File: src/rtl/ysyx_23060203_pkg.sv
// Shared types and defaults for the flush controller slice.
package ysyx_23060203_pkg;
  typedef enum logic [2:0] {
    S_IDLE  = 3'd0,
    S_DRAIN = 3'd1,
    S_ICINV = 3'd2,
    S_REDIR = 3'd3,
    S_HOLD  = 3'd4
  } flush_state_t;

  localparam int CNT_W_DEF     = 32;
  localparam int KILL_HOLD_DEF = 1;
endpackage

File: src/rtl/ysyx_23060203_sat_cnt.sv
// Saturating up-counter: sticks at all-ones instead of wrapping.
module ysyx_23060203_sat_cnt #(
  parameter int WIDTH = 32
) (
  input  logic             clock,
  input  logic             reset,
  input  logic             i_inc,
  output logic [WIDTH-1:0] o_cnt
);
  logic [WIDTH-1:0] r_cnt;

  always_ff @(posedge clock) begin
    if (reset)
      r_cnt <= '0;
    else if (i_inc && !(&r_cnt))
      r_cnt <= r_cnt + 1'b1;
  end

  assign o_cnt = r_cnt;
endmodule

File: src/rtl/ysyx_23060203_flush_ctrl.sv
// Pipeline recovery sequencer: kill younger work, drain LSU / invalidate I$ for fence.i,
// then hand the redirect PC to the IFU over valid/ready.
module ysyx_23060203_flush_ctrl
  import ysyx_23060203_pkg::*;
#(
  parameter int KILL_HOLD = KILL_HOLD_DEF,
  parameter int CNT_W     = CNT_W_DEF
) (
  input  logic             clock,
  input  logic             reset,
  input  logic             wb_flush,
  input  logic [31:0]      wb_dnpc,
  input  logic             wb_fencei,
  output logic             pipe_kill,
  input  logic             lsu_idle,
  output logic             icache_inv_req,
  input  logic             icache_inv_ack,
  output logic             redir_valid,
  output logic [31:0]      redir_pc,
  input  logic             redir_ready,
  output logic             busy,
  output logic [CNT_W-1:0] flush_cnt,
  output logic [CNT_W-1:0] fencei_cnt
);
  localparam int HW = (KILL_HOLD > 1) ? $clog2(KILL_HOLD + 1) : 1;

  flush_state_t r_state;
  logic [31:0]  r_redir_pc;
  logic         r_inv_req;
  logic         r_redir_valid;
  logic [HW-1:0] r_hold;
  logic         w_start;

  assign w_start = (r_state == S_IDLE) && wb_flush;

  always_ff @(posedge clock) begin
    if (reset) begin
      r_state       <= S_IDLE;
      r_redir_pc    <= '0;
      r_inv_req     <= 1'b0;
      r_redir_valid <= 1'b0;
      r_hold        <= '0;
    end else begin
      case (r_state)
        S_IDLE: if (wb_flush) begin
          r_redir_pc    <= wb_dnpc;
          r_state       <= wb_fencei ? S_DRAIN : S_REDIR;
          r_redir_valid <= !wb_fencei;
        end
        S_DRAIN: if (lsu_idle) begin
          r_state   <= S_ICINV;
          r_inv_req <= 1'b1;
        end
        S_ICINV: if (icache_inv_ack) begin
          r_state       <= S_REDIR;
          r_inv_req     <= 1'b0;
          r_redir_valid <= 1'b1;
        end
        S_REDIR: if (redir_ready) begin
          r_redir_valid <= 1'b0;
          if (KILL_HOLD > 0) begin
            r_state <= S_HOLD;
            r_hold  <= HW'(KILL_HOLD);
          end else begin
            r_state <= S_IDLE;
          end
        end
        S_HOLD: begin
          // Keeps the kill asserted a few cycles past the redirect so stale fetches die.
          if (r_hold == HW'(1)) r_state <= S_IDLE;
          r_hold <= r_hold - 1'b1;
        end
        default: r_state <= S_IDLE;
      endcase
    end
  end

  assign pipe_kill      = w_start || (r_state != S_IDLE);
  assign busy           = (r_state != S_IDLE);
  assign icache_inv_req = r_inv_req;
  assign redir_valid    = r_redir_valid;
  assign redir_pc       = r_redir_pc;

  ysyx_23060203_sat_cnt #(.WIDTH(CNT_W)) u_flush_cnt (
    .clock (clock),
    .reset (reset),
    .i_inc (w_start),
    .o_cnt (flush_cnt)
  );

  ysyx_23060203_sat_cnt #(.WIDTH(CNT_W)) u_fencei_cnt (
    .clock (clock),
    .reset (reset),
    .i_inc (w_start && wb_fencei),
    .o_cnt (fencei_cnt)
  );

  // A retiring flush while busy should be impossible since pipe_kill blocks issue.
  a_no_flush_busy: assert property (@(posedge clock) disable iff (reset) !(wb_flush && busy));
endmodule

File: config.mk
export PLATFORM = sky130hd
export DESIGN_NAME = ysyx_23060203_flush_ctrl
export DESIGN_NICKNAME = d
export VERILOG_FILES = /design/src/rtl/ysyx_23060203_pkg.sv /design/src/rtl/ysyx_23060203_sat_cnt.sv /design/src/rtl/ysyx_23060203_flush_ctrl.sv
export SDC_FILE = /design/constraint.sdc
export NUM_CORES = 1
export LEC_CHECK = 0
export ABC_AREA = 1
export BUFFER_PORTS_ARGS = -buffer_cell sky130_fd_sc_hd__buf_2
export CORE_UTILIZATION = 55
export DETAILED_ROUTE_END_ITERATION = 12
export MAX_ROUTING_LAYER = met4
export PLACE_DENSITY = 0.91
export SLEW_MARGIN = 15
export SYNTH_ARGS = -nofsm -noshare
export SYNTH_HDL_FRONTEND = slang
export SYNTH_SLANG_ARGS = --single-unit
File: constraint.sdc
create_clock -name clock -period 3.4 [get_ports clock]
set_input_delay 0 -clock clock [delete_from_list [all_inputs] [get_ports clock]]
set_output_delay 0 -clock clock [all_outputs]
set_load 0.01 [all_outputs]
==> results by group <==
Power
  • Pwr dens: approximately 440 nW/um^2
  • Peak VDD IR: between 0.3 and 0.4 mV
  • Static leakage: 2.97 nW

Clocking
  • CTS H-tree lvls: 3
  • Maximum clock path buffer count: 2
  • Clock Latency Late Sink: about 0.36 ns
  • CTS tree: built
  • Number of clock sinks: 102
  • PostCTS Resize Cnt: 0
  • CTS Root Cell: clkbuf_8
  • CTS clock-pin slew for the worst setup and hold paths: approximately 0.10 ns
  • Total CTS buffers: 9

Layout
  • P&R area growth vs syn: 24.1%
  • Most common cell after layout, fill and taps aside: nand2_1
  • Layout fillers: between 700 and 800
  • Final nets: 1029
  • Commonest non-fill, non-tap cells in the layout: nand2_1 (248), nor2_1 (161), buf_2 (138), dfxtp_1 (102), nand3_1 (75)
  • N_diodes: 0
  • Multi-input logic area: slightly below 3000 um^2
  • Layout Cells excl Fill: around 1100
  • Fin util: 0.709
  • Layout cells sized above 1: 0.193
  • Sequential Area: 2040 um^2

Floorplan
  • Die width: 100 um
  • # rows: 35
  • Core Area: between 9000 and 10000 um^2
  • IO Count: about 140
  • Die ar.: 10100 um^2
  • Die span in y: 100 um
  • Initial Utilization: 0.571

Place
  • DP HPWL: 9.87 mm
  • GPL Wtd Cong: 0.909
  • PortBufs: between 100 and 150
  • Post-Place Cells: 1072

Synthesis
  • Top cells by area, synth: dfxtp_1 (38%), nand2_1 (17%), nor2_1 (11%)
  • Synthesized flop and latch total: between 100 and 150
  • Post-synthesis compound-gate area fraction: 0.0949
  • Synth Area in XOR/XNOR: 0.0115
  • Mean Syn Cell Area: ~6.4 um^2
  • Biggest area consumer among synthesized cells: dfxtp_1
  • Synth Net Count: 871
  • Unique masters post-synth: 36
  • Share of the synthesized area in the top cell type: 0.383
  • Mux cell area share after synthesis: 0
  • Post-Syn Area: 5330 um^2
  • Syn Inst Count: 830
  • Yosys warns: 0
  • Adder-cell share of the synthesized area: 0.00470
  • Sequential area share after synthesis: 0.383
  • Simple-Gate Fraction of Synth Area: 0.431
  • Largest family of logic cells by synthesized area: simple AND/OR/NAND/NOR gates

Routing
  • Wire length per cell: between 10 and 15 um
  • 1st-pass router iterations: 5
  • Number of DRC markers in iteration 0: 360
  • Antenna-violating nets left: 0
  • Drt total wl: 14.6 mm
  • Vias per cell: approximately 5.3
  • DRC Markers: 0
  • Vias: ~6000

Worst setup path
  • Worst stage delay on the critical path: approximately 0.64 ns
  • Crit Path Class: reg2reg
  • CP max FO: 39
  • CP arrival: 2.52 ns
  • CP cell instances: ha_1 > nand2_1 > nor2_2 > nand2_2 > nor2_2 > nand3b_2 > nand3_1 > nand2_1 > nor2_1
  • Setup crit end kind: register
  • Crit path launch type: register
  • Worst path slowest cell: nand3b_2
  • R2R Setup Slk: 1.19 ns
  • CP required: between 3 and 4 ns

Timing
  • Worst Tran Pin Value: 0.860 ns
  • Final count of pins violating max slew: 0
  • Max Clock Skew: 0.0133 ns
  • Number of setup violations in the final report: 0
  • FMAX: approximately 450 MHz
  • Final period util: 0.650
  • Total Negative Setup Slacks: 0 ns
  • Fin crit period: between 2 and 2.5 ns
  • RSZ-0062 raised after global routing: false
  • Final hold violations: 0
  • Max transition margin: 0.424

GRT
  • GRT Util Overall: 0.304
  • First-pass GRT wire length: ~24 mm
  • Grt ovf: 0
  • Initial antenna violation count: 0
  • Vias in the first global route: 5317
  • Largest net degree at the start of global routing: between 40 and 50

Job
  • Max Cap Violations: 0

Status
  • Status: completed

Worst hold path
  • Tightest Hold Check Type: in2reg
Yosys cell counts:
cell type  instances
ha_1               2
inv_2              3
xor2_1             4
clkbuf_1          14
nand4_2            1
nand2_2            6
o21bai_1           1
nor4_1             1
a21oi_1           66
and2_1             1
nand4_4            1
nor3_1             6
nor2_2             8
a21oi_2            8
nand2b_1           1
inv_1             62
buf_6              4
nor3b_1            1
nor2_1           161
o211a_1            2
nor2_4             5
dfxtp_1          102
nand3b_2           1
xnor2_1            3
nand2_4            1
nand3_4            1
nand3b_1           2
buf_2              8
buf_4              1
clkinv_4           1
nand3_1           75
nand2_1          248
nand3_2            1
o21ai_0            8
a31oi_1            6
nand4_1           14
stage by stage:
step	instance area (um^2)	setup slack [ns]	hold WS [ns]	total power, mW
5_1_grt	6610	0.868	0.207	3.09
4_1_cts	6610	1.20	0.159	2.92
2_1_floorplan	5330	1.74	0.142	1.84
6_report	6610	1.19	0.170	2.94
3_5_place_dp	6050	1.21	0.253	2.05
3_3_place_gp	6050	1.28	0.250	2.04
where the power goes:
part / switching (mW) / internal (mW) / total [mW]
Combinational: 0.446 / 0.251 / 0.697
Sequential: 0.0805 / 1.30 / 1.38
Clock: 0.439 / 0.424 / 0.862
state kept, by name (all words and copies together), names as in the netlist:
register            cells
redir_pc               32
u_fencei_cnt.o_cnt     32
u_flush_cnt.o_cnt      32
r_state                 3
icache_inv_req          1
r_hold                  1
redir_valid             1
final timing paths:
check,to,depth (start not counted),start
max,u_flush_cnt.o_cnt[11]$_SDFFE_PP0P_,9,u_flush_cnt.o_cnt[0]$_SDFFE_PP0P_
max reg2reg,u_flush_cnt.o_cnt[11]$_SDFFE_PP0P_,9,u_flush_cnt.o_cnt[0]$_SDFFE_PP0P_
min reg2reg,redir_pc[5]$_SDFFE_PP0P_,2,redir_pc[5]$_SDFFE_PP0P_
min,icache_inv_req$_SDFFE_PP0P_,3,lsu_idle
per-layer routing:
layer | share of wire | GRT usage | up-vias
met5 | 0 | - | -
met4 | 0.015 | 0.0992 | 0
met3 | 0.085 | 0.0536 | 23
met2 | 0.47 | 0.489 | 259
met1 | 0.43 | 0.387 | 2668
li1 | - | - | 2976
repair_timing:
item / 4_1_cts / 5_1_grt
endpoints found under the hold margin: 34 / 0
hold buffers: 34 / 0
buffers inserted: 0 / 0
cells by family (layout without fill, tap and decap cells):
logic type | Yosys count | in the layout
flops | 102 | 102
simple gates | 535 | 535
xor+xnor | 7 | 7
compound gates | 91 | 91
buf+inv | 93 | 256
fa+ha+maj | 2 | 2
cell type report:
class	instances	share of cell area
Clock buffer	10	0.0193
Clock inverter	6	0.0142
Inverter	66	0.0382
Multi-Input combinational cell	635	0.437
Sequential cell	102	0.309
Tap cell	129	0.0244
Timing Repair Buffer	174	0.158
critical path, delay by kind of cell (launching register included):
family / cells / cell delay, ns
flip-flops: 1 / 0.40
AND/OR/NAND/NOR: 8 / 1.57
adder cells (fa/ha/maj): 1 / 0.19
Note: power is estimated with default switching activity, not from simulation.
